`config.mk`:
```
export PLATFORM = sky130hd
export DESIGN_NAME = msrv32_branch_ctrl_flat
export DESIGN_NICKNAME = d
export VERILOG_FILES = /design/src/rtl/msrv32_branch_ctrl_if.sv /design/src/rtl/msrv32_branch_ctrl.sv /design/src/flat_wrapper.sv
export SDC_FILE = /design/constraint.sdc
export NUM_CORES = 1
export LEC_CHECK = 0
export ABC_AREA = 1
export ABC_CLOCK_PERIOD_IN_PS = 3430
export CORE_UTILIZATION = 55
export DETAILED_ROUTE_END_ITERATION = 10
export PLACE_DENSITY = 0.82
export SYNTH_ARGS = -nofsm -noshare
export SYNTH_HDL_FRONTEND = slang
export SYNTH_SLANG_ARGS = --single-unit
```
`constraint.sdc`:
```
create_clock -name clk_in -period 3.43 [get_ports clk_in]
set_clock_uncertainty 0.15 [all_clocks]
set_input_delay 1.029 -clock clk_in [delete_from_list [all_inputs] [get_ports clk_in]]
set_output_delay 1.029 -clock clk_in [all_outputs]
set_load 0.01 [all_outputs]
```
`src/rtl/msrv32_branch_ctrl_if.sv`:
```
// Request and redirect handshake bundle between decode/fetch and the branch controller.
// The master side is decode+fetch and the slave side is the controller.
interface msrv32_branch_ctrl_if;
    logic        req_valid_in;
    logic        req_ready_out;
    logic [4:0]  opcode_in;
    logic [2:0]  func3_in;
    logic [31:0] rs1_in;
    logic [31:0] rs2_in;
    logic [31:0] pc_in;
    logic [31:0] imm_in;
    logic        redirect_valid_out;
    logic        redirect_ready_in;
    logic [31:0] redirect_pc_out;

    modport master (
        output req_valid_in, opcode_in, func3_in, rs1_in, rs2_in, pc_in, imm_in,
        output redirect_ready_in,
        input  req_ready_out, redirect_valid_out, redirect_pc_out
    );

    modport slave (
        input  req_valid_in, opcode_in, func3_in, rs1_in, rs2_in, pc_in, imm_in,
        input  redirect_ready_in,
        output req_ready_out, redirect_valid_out, redirect_pc_out
    );
endinterface

```
`src/rtl/msrv32_branch_ctrl.sv`:
```
// Control-transfer sequencer: evaluates branch/JAL/JALR, holds redirects to fetch,
// reports not-taken/misaligned/illegal outcomes and keeps saturating perf counters.
//
// state      | meaning
// S_IDLE     | ready for a request, captures operands on req_valid_in
// S_EVAL     | condition, target and link computed from captured operands
// S_REDIRECT | redirect_valid held until fetch accepts
module msrv32_branch_ctrl #(
    parameter int unsigned CNT_W  = 16,
    parameter logic [31:0] RST_PC = 32'h0000_0000
) (
    input  logic               clk_in,
    input  logic               rst_n_in,
    msrv32_branch_ctrl_if.slave bus,
    output logic [31:0]        link_out,
    output logic               flush_out,
    output logic               done_out,
    output logic               taken_out,
    output logic               misaligned_out,
    output logic               illegal_out,
    input  logic               clear_cnt_in,
    output logic [CNT_W-1:0]   br_count_out,
    output logic [CNT_W-1:0]   taken_count_out
);
    typedef enum logic [1:0] {S_IDLE, S_EVAL, S_REDIRECT} state_t;

    localparam logic [4:0] OP_BRANCH = 5'b11000;
    localparam logic [4:0] OP_JAL    = 5'b11011;
    localparam logic [4:0] OP_JALR   = 5'b11001;

    state_t      r_state, w_state_nxt;
    logic [4:0]  r_opcode;
    logic [2:0]  r_func3;
    logic [31:0] r_rs1, r_rs2, r_pc, r_imm;
    logic [31:0] r_redirect_pc, r_link;
    logic        r_done_nt, r_misaligned, r_illegal;
    logic [CNT_W-1:0] r_br_count, r_taken_count;

    logic        w_eq, w_ltu, w_lt, w_cond, w_illegal, w_misaligned, w_taken;
    logic [31:0] w_target;
    logic        w_handshake, w_req_ready, w_redirect_valid;

    assign w_eq  = (r_rs1 == r_rs2);
    assign w_ltu = (r_rs1 < r_rs2);
    // Differing sign bits decide a signed compare on their own.
    assign w_lt  = (r_rs1[31] != r_rs2[31]) ? r_rs1[31] : w_ltu;

    always_comb begin
        w_cond    = 1'b0;
        w_illegal = 1'b0;
        w_target  = r_pc + r_imm;
        case (r_opcode)
            OP_BRANCH: begin
                case (r_func3)
                    3'b000:  w_cond = w_eq;
                    3'b001:  w_cond = !w_eq;
                    3'b100:  w_cond = w_lt;
                    3'b101:  w_cond = !w_lt;
                    3'b110:  w_cond = w_ltu;
                    3'b111:  w_cond = !w_ltu;
                    default: w_illegal = 1'b1;
                endcase
            end
            OP_JAL: w_cond = 1'b1;
            OP_JALR: begin
                w_target  = (r_rs1 + r_imm) & ~32'h0000_0001;
                w_cond    = (r_func3 == 3'b000);
                w_illegal = (r_func3 != 3'b000);
            end
            default: w_illegal = 1'b1;
        endcase
    end

    assign w_misaligned = w_cond && (w_target[1:0] != 2'b00);
    assign w_taken      = w_cond && !w_misaligned;

    always_comb begin
        w_state_nxt      = r_state;
        w_req_ready      = 1'b0;
        w_redirect_valid = 1'b0;
        w_handshake      = 1'b0;
        case (r_state)
            S_IDLE: begin
                w_req_ready = 1'b1;
                if (bus.req_valid_in) w_state_nxt = S_EVAL;
            end
            S_EVAL: w_state_nxt = w_taken ? S_REDIRECT : S_IDLE;
            S_REDIRECT: begin
                w_redirect_valid = 1'b1;
                w_handshake      = bus.redirect_ready_in;
                if (bus.redirect_ready_in) w_state_nxt = S_IDLE;
            end
            default: w_state_nxt = S_IDLE;
        endcase
    end

    always_ff @(posedge clk_in or negedge rst_n_in) begin
        if (!rst_n_in) begin
            r_state       <= S_IDLE;
            r_opcode      <= '0;
            r_func3       <= '0;
            r_rs1         <= '0;
            r_rs2         <= '0;
            r_pc          <= '0;
            r_imm         <= '0;
            r_redirect_pc <= RST_PC;
            r_link        <= RST_PC;
            r_done_nt     <= 1'b0;
            r_misaligned  <= 1'b0;
            r_illegal     <= 1'b0;
        end else begin
            r_state      <= w_state_nxt;
            r_done_nt    <= 1'b0;
            r_misaligned <= 1'b0;
            r_illegal    <= 1'b0;
            if (r_state == S_IDLE && bus.req_valid_in) begin
                r_opcode <= bus.opcode_in;
                r_func3  <= bus.func3_in;
                r_rs1    <= bus.rs1_in;
                r_rs2    <= bus.rs2_in;
                r_pc     <= bus.pc_in;
                r_imm    <= bus.imm_in;
            end
            // Non-redirect outcomes retire as a registered pulse alongside the new link.
            if (r_state == S_EVAL) begin
                r_link       <= r_pc + 32'd4;
                r_done_nt    <= !w_taken;
                r_misaligned <= w_misaligned;
                r_illegal    <= w_illegal;
                if (w_taken) r_redirect_pc <= w_target;
            end
        end
    end

    always_ff @(posedge clk_in or negedge rst_n_in) begin
        if (!rst_n_in) begin
            r_br_count    <= '0;
            r_taken_count <= '0;
        end else if (clear_cnt_in) begin
            r_br_count    <= '0;
            r_taken_count <= '0;
        end else begin
            if (done_out && !(&r_br_count))       r_br_count    <= r_br_count + CNT_W'(1);
            if (flush_out && !(&r_taken_count))   r_taken_count <= r_taken_count + CNT_W'(1);
        end
    end

    assign bus.req_ready_out      = w_req_ready;
    assign bus.redirect_valid_out = w_redirect_valid;
    assign bus.redirect_pc_out    = r_redirect_pc;
    assign link_out               = r_link;
    assign flush_out              = w_handshake;
    assign taken_out              = w_handshake;
    assign done_out               = r_done_nt | w_handshake;
    assign misaligned_out         = r_misaligned;
    assign illegal_out            = r_illegal;
    assign br_count_out           = r_br_count;
    assign taken_count_out        = r_taken_count;
endmodule
```
`src/flat_wrapper.sv`:
```
// flat-port wrapper written by rule: the top's interface ports become plain ports
module msrv32_branch_ctrl_flat 
#(
    parameter int unsigned CNT_W  = 16,
    parameter logic [31:0] RST_PC = 32'h0000_0000
)
  (clk_in, rst_n_in, link_out, flush_out, done_out, taken_out, misaligned_out, illegal_out, clear_cnt_in, br_count_out, taken_count_out, bus_req_valid_in, bus_opcode_in, bus_func3_in, bus_rs1_in, bus_rs2_in, bus_pc_in, bus_imm_in, bus_redirect_ready_in, bus_req_ready_out, bus_redirect_valid_out, bus_redirect_pc_out);
  msrv32_branch_ctrl_if bus_i ();
  input  logic clk_in;
  input  logic rst_n_in;
  output logic [31:0] link_out;
  output logic flush_out;
  output logic done_out;
  output logic taken_out;
  output logic misaligned_out;
  output logic illegal_out;
  input  logic clear_cnt_in;
  output logic [CNT_W-1:0] br_count_out;
  output logic [CNT_W-1:0] taken_count_out;
  input wire logic [$bits(bus_i.req_valid_in)-1:0] bus_req_valid_in;
  input wire logic [$bits(bus_i.opcode_in)-1:0] bus_opcode_in;
  input wire logic [$bits(bus_i.func3_in)-1:0] bus_func3_in;
  input wire logic [$bits(bus_i.rs1_in)-1:0] bus_rs1_in;
  input wire logic [$bits(bus_i.rs2_in)-1:0] bus_rs2_in;
  input wire logic [$bits(bus_i.pc_in)-1:0] bus_pc_in;
  input wire logic [$bits(bus_i.imm_in)-1:0] bus_imm_in;
  input wire logic [$bits(bus_i.redirect_ready_in)-1:0] bus_redirect_ready_in;
  output wire logic [$bits(bus_i.req_ready_out)-1:0] bus_req_ready_out;
  output wire logic [$bits(bus_i.redirect_valid_out)-1:0] bus_redirect_valid_out;
  output wire logic [$bits(bus_i.redirect_pc_out)-1:0] bus_redirect_pc_out;
  assign bus_i.req_valid_in = bus_req_valid_in;
  assign bus_i.opcode_in = bus_opcode_in;
  assign bus_i.func3_in = bus_func3_in;
  assign bus_i.rs1_in = bus_rs1_in;
  assign bus_i.rs2_in = bus_rs2_in;
  assign bus_i.pc_in = bus_pc_in;
  assign bus_i.imm_in = bus_imm_in;
  assign bus_i.redirect_ready_in = bus_redirect_ready_in;
  assign bus_req_ready_out = bus_i.req_ready_out;
  assign bus_redirect_valid_out = bus_i.redirect_valid_out;
  assign bus_redirect_pc_out = bus_i.redirect_pc_out;
  msrv32_branch_ctrl #(.CNT_W(CNT_W), .RST_PC(RST_PC)) u_core (.clk_in(clk_in), .rst_n_in(rst_n_in), .bus(bus_i), .link_out(link_out), .flush_out(flush_out), .done_out(done_out), .taken_out(taken_out), .misaligned_out(misaligned_out), .illegal_out(illegal_out), .clear_cnt_in(clear_cnt_in), .br_count_out(br_count_out), .taken_count_out(taken_count_out));
endmodule
```
==> results.py <==
metrics = {
    "status": {
        "status": "complete, but fails checks",
        "violations": "DRC",
    },
    "grt": {
        "grt_overflow": 0,
        "grt_pass1_wl_um": 74800,
        "antenna_found_initial": 1,
        "grt_usage_pct": 33.7,
        "grt_pass1_vias": 14300,
        "grt_max_degree": 83,
    },
    "synthesis": {
        "synthCells": 2030,
        "seq_area_frac_synth_pct": 39.8,
        "synthTopCellsByArea": "dfrtp_1 (40%), nand2_1 (17%), ha_1 (8.1%)",
        "synth-edff-count": 0,
        "synth.largest_area_cell": "dfrtp_1",
        "yosysUniqueCellTypes": 50,
        "yosysWarnings": 0,
        "ys_async_sr_fraction_pct": 100,
        "syn_nets": 2269,
        "syn_avg_cell_area_um2": 7.33,
        "ys_seq_elements": 237,
        "synth_common_cells": "nand2_1 (664), dfrtp_1 (237), inv_1 (206)",
        "yosysTopAreaCellShare_pct": 39.8,
        "synth_ff_type": "dfrtp_1",
        "synth_most_common_cell": "nand2_1",
        "syn_area_um2": 14900,
    },
    "layout": {
        "antenna_cells": 0,
        "syn_to_final_growth_pct": 25.3,
        "fin_nets": 2512,
        "layout-drive-gt1-share_pct": 5.16,
        "final_cell_area_um2": 18600,
    },
    "floorplan": {
        "die_x_um": 167,
        "core_um2": 26300,
        "pin_count": 244,
        "fp-row-count": 59,
        "initial_core_util_pct": 56.6,
        "dieArea_um2": 27700,
        "fp.dieH_um": 167,
    },
    "cts": {
        "cts_setup_buffers": 0,
        "clkSinkCount": 237,
        "ctsResizeCount": 1,
        "cts_buffers": 26,
        "cts_tree": "built",
        "clk_path_buf_depth": 3,
        "holdBufCountCts": 0,
        "htreeDepth": 1,
        "root_buffer": "clkbuf_16",
        "clock_latency_ns": 0.53,
        "clk_pin_slew_worst_paths_ns": 0.06,
    },
    "power": {
        "vdd_drop_max_mv": 0.377,
        "p_leak_nw": 9.16,
        "p_per_area_nw_per_um2": 543,
        "power_mw": 10.1,
    },
    "sta": {
        "slew_violations": 0,
        "finalWorstSetupSlack_ns": 0.149,
        "final-hold-violation-count": 0,
        "fmax_mhz": 305,
        "relSlewSlack_pct": 51.6,
        "rsz0062_at_grt": "false",
        "post-route-min-period_ns": 3.28,
        "setup_viol": 0,
        "period_share_pct": 95.7,
        "worst_slew_pin_slew_ns": 0.726,
        "setup_tns_ns": 0,
    },
    "flow_run": {
        "maxCapViolCount": 0,
    },
    "placement": {
        "place_area_um2": 17800,
        "place_ws_ns": -0.0572,
        "portBuffers": 243,
        "dp_hpwl_um": 36100,
        "globalplace.congestion": 0.958,
    },
    "drt": {
        "drcViolationCount": 18,
        "num_vias": 14800,
        "wire_per_inst_um": 17.8,
        "via_per_inst": 5.65,
        "drtIter0Drc": 1281,
        "wl_um": 46600,
        "drt_pass1_iterations": 9,
        "detail-route-antenna-nets": 0,
    },
    "critical_path": {
        "end_kind": "primary output",
        "r2r_cells": 17,
        "crit_type": "in -> out",
        "path_max_fanout": 4,
        "crit_required_ns": 2.25,
        "critPathLaunchType": "primary input",
        "critPathArrivalTime_ns": 2.10,
    },
    "hold_path": {
        "hold_class": "reg -> reg",
        "hold-path-cell-count": 2,
    },
}
## worst paths after layout
check	slack [ns]	from	end
max in group asynchronous	2.01	rst_n_in	u_core.r_rs1[15]
worst min register to register	0.32	u_core.bus.redirect_pc_out[15]	u_core.bus.redirect_pc_out[15]
worst max-delay path	0.15	bus_redirect_ready_in	done_out
worst max register to register	0.35	u_core.r_rs1[7]	u_core.r_state[1]
worst min-delay path	0.32	u_core.bus.redirect_pc_out[15]	u_core.bus.redirect_pc_out[15]
min in group asynchronous	0.33	rst_n_in	u_core.r_rs2[3]
## flip-flops by register name (all words and copies together) (netlist names)
| signal | cells |
|---|---|
| u_core.r_rs2 | 32 |
| u_core.r_done_nt | 1 |
| u_core.taken_count_out | 16 |
| u_core.r_opcode | 5 |
| u_core.bus.redirect_pc_out | 32 |
| u_core.br_count_out | 16 |
| u_core.r_imm | 32 |
| u_core.illegal_out | 1 |
| u_core.r_pc | 32 |
| u_core.r_func3 | 3 |
| u_core.r_rs1 | 32 |
| u_core.link_out | 32 |
| u_core.r_state | 2 |
| u_core.misaligned_out | 1 |
## cells by family (layout without fill, tap and decap cells)
| group | Yosys count | after routing | share of synthesized area, % |
|---|---|---|---|
| XOR/XNOR | 32 | 32 | 1.88 |
| adder cells (fa/ha/maj) | 98 | 98 | 8.34 |
| flip-flops | 237 | 237 | 39.8 |
| AO/OA/AOI/OAI | 390 | 390 | 14.3 |
| buffers and inverters | 272 | 531 | 6.99 |
| AND/OR/NAND/NOR | 1001 | 1001 | 28.7 |
## metrics by stage
step           utilization (%)  std cells  hold slack (ns)
2_1_floorplan                -       2030            0.300
3_3_place_gp              67.8       2580            0.300
3_5_place_dp              67.8       2580            0.310
4_1_cts                   70.9       2624            0.325
5_1_grt                   71.0       2624            0.353
6_report                  71.0       2624            0.325
## where the power goes
group | switching [mW] | total [mW] | internal, mW
registers | 0.424 | 3.65 | 3.22
clock network | 1.13 | 2.74 | 1.60
logic | 2.28 | 3.73 | 1.45
## critical path, stage by stage
cell	delay, ns
clkdlybuf4s50_1	0.43
nand2_1	0.09
inv_2	0.05
or2_4	0.23
dlygate4sd2_1	0.28
## metal layers
layer / routed length [um] / track usage [%] / share of wire (%)
met5: 0 / 0 / 0
met3: 3250 / 4.97 / 7.0
met1: 20300 / 45.4 / 43
met2: 21800 / 56.4 / 47
met4: 1280 / 10.1 / 2.8
## layout make-up
type	count	area (um2)
clock buffer	40	805
clock inverter	4	27.5
fill	2172	7630
inverter	215	812
multi-input combinational	1521	7920
sequential	237	5930
tap	335	419
timing repair buffer	272	2730
## cell usage in the layout (no fill, tap or decap), types with 6 or more instances in the layout
cell type        synthesis  layout
o21a_1                   9       9
clkbuf_8                 0       8
clkdlybuf4s50_1          0     239
nor3_1                  33      33
buf_4                    1      23
o21bai_1                 8       8
a21oi_1                137     137
a31oi_1                 11      11
o21ai_0                181     181
nor2_1                 139     139
o31ai_1                  7       7
dfrtp_1                237     237
inv_2                    8       8
nand2_1                664     663
xor2_1                  27      27
inv_1                  206     205
nand3_1                 71      71
clkbuf_16                0      27
a21o_1                  16      16
nand4_1                 47      47
nor2_2                  10       9
ha_1                    96      96
buf_12                   0       6
nand3b_1                 6       6
No activity file was read; power rests on OpenSTA's default activity.
